File: src/rtl/id_ex_stage.sv
// ---------------------------------------------------------------------------
// id_ex_stage : decode/execute pipeline register with operand forwarding.
//
// Holds one decoded instruction between decode and execute and presents
// the ALU operands, operation and store data combinationally from that
// held entry.
//
// Optional feature macro: EX_FWD_EN
//   defined   - operands are forwarded from the EX/MEM and MEM/WB producers
//               (EX/MEM wins), and held register data is refreshed with the
//               forwarded values every stalled cycle. No interlock.
//   undefined - no forwarding; decode is interlocked while a source register
//               matches the held entry's rd or the EX/MEM rd.
//
// Ports
//   clk, rst                  clock, synchronous active-high reset
//   id_valid / id_ready       decode-side handshake
//   id_pc, id_imm             decoded PC and immediate
//   id_rs1_data, id_rs2_data  register-file read data
//   id_rs1, id_rs2, id_rd     source / destination register indices
//   id_use_pc, id_use_imm     A operand = PC, B operand = immediate
//   id_reg_write, id_alu_op   instruction writes rd, ALU operation
//   flush                     discard held entry, block capture
//   exm_*, mwb_*              EX/MEM and MEM/WB result producers
//   ex_valid / ex_ready       execute-side handshake
//   alu_a, alu_b, alu_op      ALU operands and operation
//   ex_pc, ex_store_data      held PC, forwarded rs2 value
//   ex_rd, ex_reg_write       held destination and write enable
// ---------------------------------------------------------------------------
package riscv_pkg;
  typedef enum logic [3:0] {
    ALU_ADD  = 4'd0,
    ALU_SUB  = 4'd1,
    ALU_SLL  = 4'd2,
    ALU_SLT  = 4'd3,
    ALU_SLTU = 4'd4,
    ALU_XOR  = 4'd5,
    ALU_SRL  = 4'd6,
    ALU_SRA  = 4'd7,
    ALU_OR   = 4'd8,
    ALU_AND  = 4'd9
  } alu_op_t;
endpackage

module id_ex_stage
  import riscv_pkg::*;
#(
  parameter int XLEN = 32
) (
  input  logic            clk,
  input  logic            rst,
  input  logic            id_valid,
  output logic            id_ready,
  input  logic [XLEN-1:0] id_pc,
  input  logic [XLEN-1:0] id_imm,
  input  logic [XLEN-1:0] id_rs1_data,
  input  logic [XLEN-1:0] id_rs2_data,
  input  logic [4:0]      id_rs1,
  input  logic [4:0]      id_rs2,
  input  logic [4:0]      id_rd,
  input  logic            id_use_pc,
  input  logic            id_use_imm,
  input  logic            id_reg_write,
  input  alu_op_t         id_alu_op,
  input  logic            flush,
  input  logic            exm_reg_write,
  input  logic [4:0]      exm_rd,
  input  logic [XLEN-1:0] exm_result,
  input  logic            mwb_reg_write,
  input  logic [4:0]      mwb_rd,
  input  logic [XLEN-1:0] mwb_result,
  output logic            ex_valid,
  input  logic            ex_ready,
  output logic [XLEN-1:0] alu_a,
  output logic [XLEN-1:0] alu_b,
  output alu_op_t         alu_op,
  output logic [XLEN-1:0] ex_pc,
  output logic [XLEN-1:0] ex_store_data,
  output logic [4:0]      ex_rd,
  output logic            ex_reg_write
);

  // Held entry
  logic            valid_q;
  logic [XLEN-1:0] pc_q;
  logic [XLEN-1:0] imm_q;
  logic [XLEN-1:0] rs1_data_q;
  logic [XLEN-1:0] rs2_data_q;
  logic [4:0]      rs1_q;
  logic [4:0]      rs2_q;
  logic [4:0]      rd_q;
  logic            use_pc_q;
  logic            use_imm_q;
  logic            reg_write_q;
  alu_op_t         alu_op_q;

  logic [XLEN-1:0] fwd_rs1;
  logic [XLEN-1:0] fwd_rs2;
  logic            hazard;
  logic            capture;

`ifdef EX_FWD_EN
  // EX/MEM is the younger producer, so it is checked first. x0 never forwards.
  always_comb begin
    fwd_rs1 = rs1_data_q;
    if (rs1_q != '0 && exm_reg_write && exm_rd == rs1_q)
      fwd_rs1 = exm_result;
    else if (rs1_q != '0 && mwb_reg_write && mwb_rd == rs1_q)
      fwd_rs1 = mwb_result;

    fwd_rs2 = rs2_data_q;
    if (rs2_q != '0 && exm_reg_write && exm_rd == rs2_q)
      fwd_rs2 = exm_result;
    else if (rs2_q != '0 && mwb_reg_write && mwb_rd == rs2_q)
      fwd_rs2 = mwb_result;
  end

  assign hazard = 1'b0;
`else
  assign fwd_rs1 = rs1_data_q;
  assign fwd_rs2 = rs2_data_q;

  // MEM/WB producers are covered by register-file write-through, so only the
  // held entry and EX/MEM need to stall decode.
  always_comb begin
    hazard = 1'b0;
    if (id_valid) begin
      if (id_rs1 != '0 &&
          ((valid_q && reg_write_q && rd_q == id_rs1) ||
           (exm_reg_write && exm_rd == id_rs1)))
        hazard = 1'b1;
      if (id_rs2 != '0 &&
          ((valid_q && reg_write_q && rd_q == id_rs2) ||
           (exm_reg_write && exm_rd == id_rs2)))
        hazard = 1'b1;
    end
  end

  logic unused_fwd_inputs;
  assign unused_fwd_inputs = ^{mwb_reg_write, mwb_rd, mwb_result, exm_result,
                               rs1_q, rs2_q};
`endif

  assign id_ready = (!valid_q || ex_ready) && !hazard && !flush;
  assign capture  = id_valid && id_ready;

  always_ff @(posedge clk) begin
    if (rst) begin
      valid_q     <= 1'b0;
      pc_q        <= '0;
      imm_q       <= '0;
      rs1_data_q  <= '0;
      rs2_data_q  <= '0;
      rs1_q       <= '0;
      rs2_q       <= '0;
      rd_q        <= '0;
      use_pc_q    <= 1'b0;
      use_imm_q   <= 1'b0;
      reg_write_q <= 1'b0;
      alu_op_q    <= ALU_ADD;
    end else if (flush) begin
      // Payload is left as-is; only the valid bit is dropped.
      valid_q <= 1'b0;
    end else if (capture) begin
      valid_q     <= 1'b1;
      pc_q        <= id_pc;
      imm_q       <= id_imm;
      rs1_data_q  <= id_rs1_data;
      rs2_data_q  <= id_rs2_data;
      rs1_q       <= id_rs1;
      rs2_q       <= id_rs2;
      rd_q        <= id_rd;
      use_pc_q    <= id_use_pc;
      use_imm_q   <= id_use_imm;
      reg_write_q <= id_reg_write;
      alu_op_q    <= id_alu_op;
    end else if (valid_q && ex_ready) begin
      valid_q <= 1'b0;
    end else if (valid_q) begin
      // Stalled: latch forwarded values so producers that retire during the
      // stall are not lost. Without forwarding this rewrites the same data.
      rs1_data_q <= fwd_rs1;
      rs2_data_q <= fwd_rs2;
    end
  end

  assign ex_valid      = valid_q;
  assign ex_pc         = pc_q;
  assign ex_rd         = rd_q;
  assign ex_reg_write  = reg_write_q;
  assign alu_op        = alu_op_q;
  assign alu_a         = use_pc_q  ? pc_q  : fwd_rs1;
  assign alu_b         = use_imm_q ? imm_q : fwd_rs2;
  assign ex_store_data = fwd_rs2;

endmodule

File: config.mk
export PLATFORM = sky130hd
export DESIGN_NAME = id_ex_stage
export DESIGN_NICKNAME = d
export VERILOG_FILES = /design/src/rtl/id_ex_stage.sv
export SDC_FILE = /design/constraint.sdc
export NUM_CORES = 1
export LEC_CHECK = 0
export CAP_MARGIN = 20
export CORE_MARGIN = 5
export CORE_UTILIZATION = 41
export DETAILED_ROUTE_END_ITERATION = 6
export HOLD_SLACK_MARGIN = 0.1
export PLACE_DENSITY = 0.91
export SKIP_LAST_GASP = 1
export SLEW_MARGIN = 15
export SYNTH_ARGS = -nofsm -noshare
export SYNTH_HDL_FRONTEND = slang
export SYNTH_SLANG_ARGS = --single-unit
export TNS_END_PERCENT = 20
File: constraint.sdc
create_clock -name clk -period 2.9 [get_ports clk]
set_input_delay 0.58 -clock clk [delete_from_list [all_inputs] [get_ports clk]]
set_output_delay 0.58 -clock clk [all_outputs]
set_load 0.02 [all_outputs]
==> flow_metrics.tcl <==
set metrics [dict create \
    synthMuxAreaShare_pct 29.1 \
    routedWlPerCell_microns 16.4 \
    syn2layout_area_growth_pct 54.5 \
    setup_tns_ns 0 \
    slew_headroom_pct 55.8 \
    synth.distinct_cells 19 \
    fillers 1372 \
    tightestPinTransition_ns 0.664 \
    mostFrequentLayoutCell "clkdlybuf4s50_1" \
    dr.pass1.iters 4 \
    rows 48 \
    p_per_area_nw_per_um2 477 \
    drtIter0Drc 200 \
    final_cell_mix "clkdlybuf4s50_1, nand2b_1, dfxtp_1" \
    finalCritPeriodShare_pct 97.6 \
    drc 0 \
    status "completed" \
    ys_ff_latch 141 \
    viasPerCell 4.73 \
    synth-xor-area-share_pct 2.40 \
    portBuffers 300 \
    first_global_vias 6337 \
    slew_viol_final 0 \
    io-pin-count 371 \
    rsz0062_at_grt "false" \
    routed-via-count 5974 \
    cts_num_sinks 141 \
    nets 1255 \
    drive_above_1_share_pct 14.4 \
    synthTopCellsByArea "dfxtp_1, nand2b_1, mux2i_1, mux2_2, xnor2_1" \
    ant_nets 0 \
    clk_latency_ns 0.41 \
    hpwl_microns 15700 \
    grt_max_degree 80 \
    synth_area_sq_um 7290 \
    path_max_fanout 2 \
    seq_area_frac_synth_pct 38.7 \
    fmax_mhz 353 \
    worst-endpoint-required_ns 2.32 \
    core_area_sq_um 17400 \
    clk_path_buf_depth 2 \
    synth_top_family_by_area "multiplexers" \
    antenna_found_initial 0 \
    crit_path_start_kind "input pin" \
    die_w_microns 143 \
    synthAdderAreaFrac_pct 0 \
    cts_buffers 17 \
    grt_pass1_wl_microns 32000 \
    synth.largest_area_cell "dfxtp_1" \
    tritoncts "built" \
    totalWireLength_microns 20800 \
    synth_fp_nets 954 \
    end_kind "output port" \
    hp-class "flop to flop" \
    path_class "input pin to output port" \
    cts.clk_slew.worst_paths_ns 0.06 \
    synth-simple-area-share_pct 25.7 \
    initial_core_util_pct 42.0 \
    track_usage_pct 19.5 \
    final-hold-violation-count 0 \
    ys_warn_count 0 \
    synth_top_area_share_pct 38.7 \
    postSynthAreaPerCell_sq_um 10.1 \
    overflow 0 \
    setup_viol 0 \
    vdd_drop_max_v 0.000371 \
    synth_compound_area_share_pct 0.172 \
    syn_inst 723 \
    final_util_pct 64.9 \
    die-height_microns 143 \
    finClkSkew_ns 0.0144 \
    total_leakage_power_nw 4.23 \
    holdWs_ns 0.467 \
    min_period_ns 2.83 \
    crit_arrival_ns 2.25 \
    cts_htree_levels 4 \
    gp_congestion 0.885 \
    cap_violations 0 \
    dieArea_sq_um 20600 \
    root_buffer "clkbuf_16" \
]
layer usage:
layer / wire length, microns / vias to the layer above / track usage, %
met5: 0 / - / 0
li1: - / 2983 / -
met1: 8450 / 2761 / 22.4
met3: 1600 / 38 / 6.22
met2: 10200 / 192 / 34.1
met4: 490 / 0 / 6.54
cells in the mapped netlist:
library cell,number
a21oi_1,1
buf_2,4
buf_4,1
buf_6,10
clkbuf_1,39
dfxtp_1,141
inv_1,1
mux2_2,64
mux2i_1,140
nand2_1,2
nand2b_1,282
nand3_1,2
nand4_1,4
nor2_1,2
nor3_1,5
nor3_2,1
o21a_1,1
or4_1,3
xnor2_1,20
worst paths after layout:
kind                                              start                      end  slack, ns  depth (start not counted)
worst max-delay path                          id_rs2[1]                 id_ready       0.07                          7
worst min-delay path            fwd_rs1[4]$_SDFFE_PP0P_  fwd_rs1[4]$_SDFFE_PP0P_       0.47                          2
worst max register to register    ex_rd[4]$_SDFFE_PP0P_   imm_q[15]$_SDFFE_PP0P_       0.57                          9
worst min register to register  fwd_rs1[4]$_SDFFE_PP0P_  fwd_rs1[4]$_SDFFE_PP0P_       0.47                          2
registers in the layout, indices dropped and copies added (netlist names), 4 cells and up:
register,cells
alu_op,4
ex_store_data,32
imm_q,32
ex_pc,32
ex_rd,5
fwd_rs1,32
per-stage QoR:
stage | setup WS, ns | instance area [sq um] | cells | power, mW
floorplan | 0.0898 | 7290 | 723 | 2.71
global placement | -0.878 | 10700 | 1229 | 3.27
detailed placement | -0.912 | 10700 | 1229 | 3.29
CTS | 0.0127 | 11200 | 1262 | 5.43
global route | 0.00786 | 11300 | 1262 | 5.59
finish | 0.0686 | 11300 | 1263 | 5.37
critical path, cell delays in order:
cell and delay [ns]:
buf_2 0.11, or4_4 0.54, nor2_4 0.12, nor3_2 0.04
or4_4 0.56, a21oi_2 0.17, buf_6 0.13
logic make-up after synthesis:
logic type	after synthesis
AOI/OAI and AO/OA	2
muxes	204
DFF	141
and+or+nand+nor	301
xor gates and xnor gates	20
buffers and inverters	55
area by class of cell:
cell class | instances | area [sq um] | share of cell area (%)
inverter | 1 | 3.75 | 0.0333
clock inverter | 13 | 139 | 1.23
timing repair buffer | 336 | 3350 | 29.8
antenna | 1 | 2.50 | 0.0222
sequential | 141 | 2820 | 25.0
tap | 225 | 282 | 2.50
clock buffer | 19 | 433 | 3.84
multi-input combinational | 527 | 4230 | 37.6
report_power, final:
group | switching (mW) | internal, mW | leakage [nW]
clock | 0.855 | 1.27 | 0.278
combinational | 0.469 | 0.656 | 2.80
sequential | 0.0738 | 2.05 | 1.15
total | 1.40 | 3.97 | 4.23
timing repair:
action                                 in CTS  in global routing
endpoints found under the hold margin       0                  0
hold buffers                                0                  0
pin swaps                                   8                  7
resized for setup                          31                 13
setup buffers                               1                  0
setup endpoints to repair                  33                  1
(Power assumes the default switching activity.)
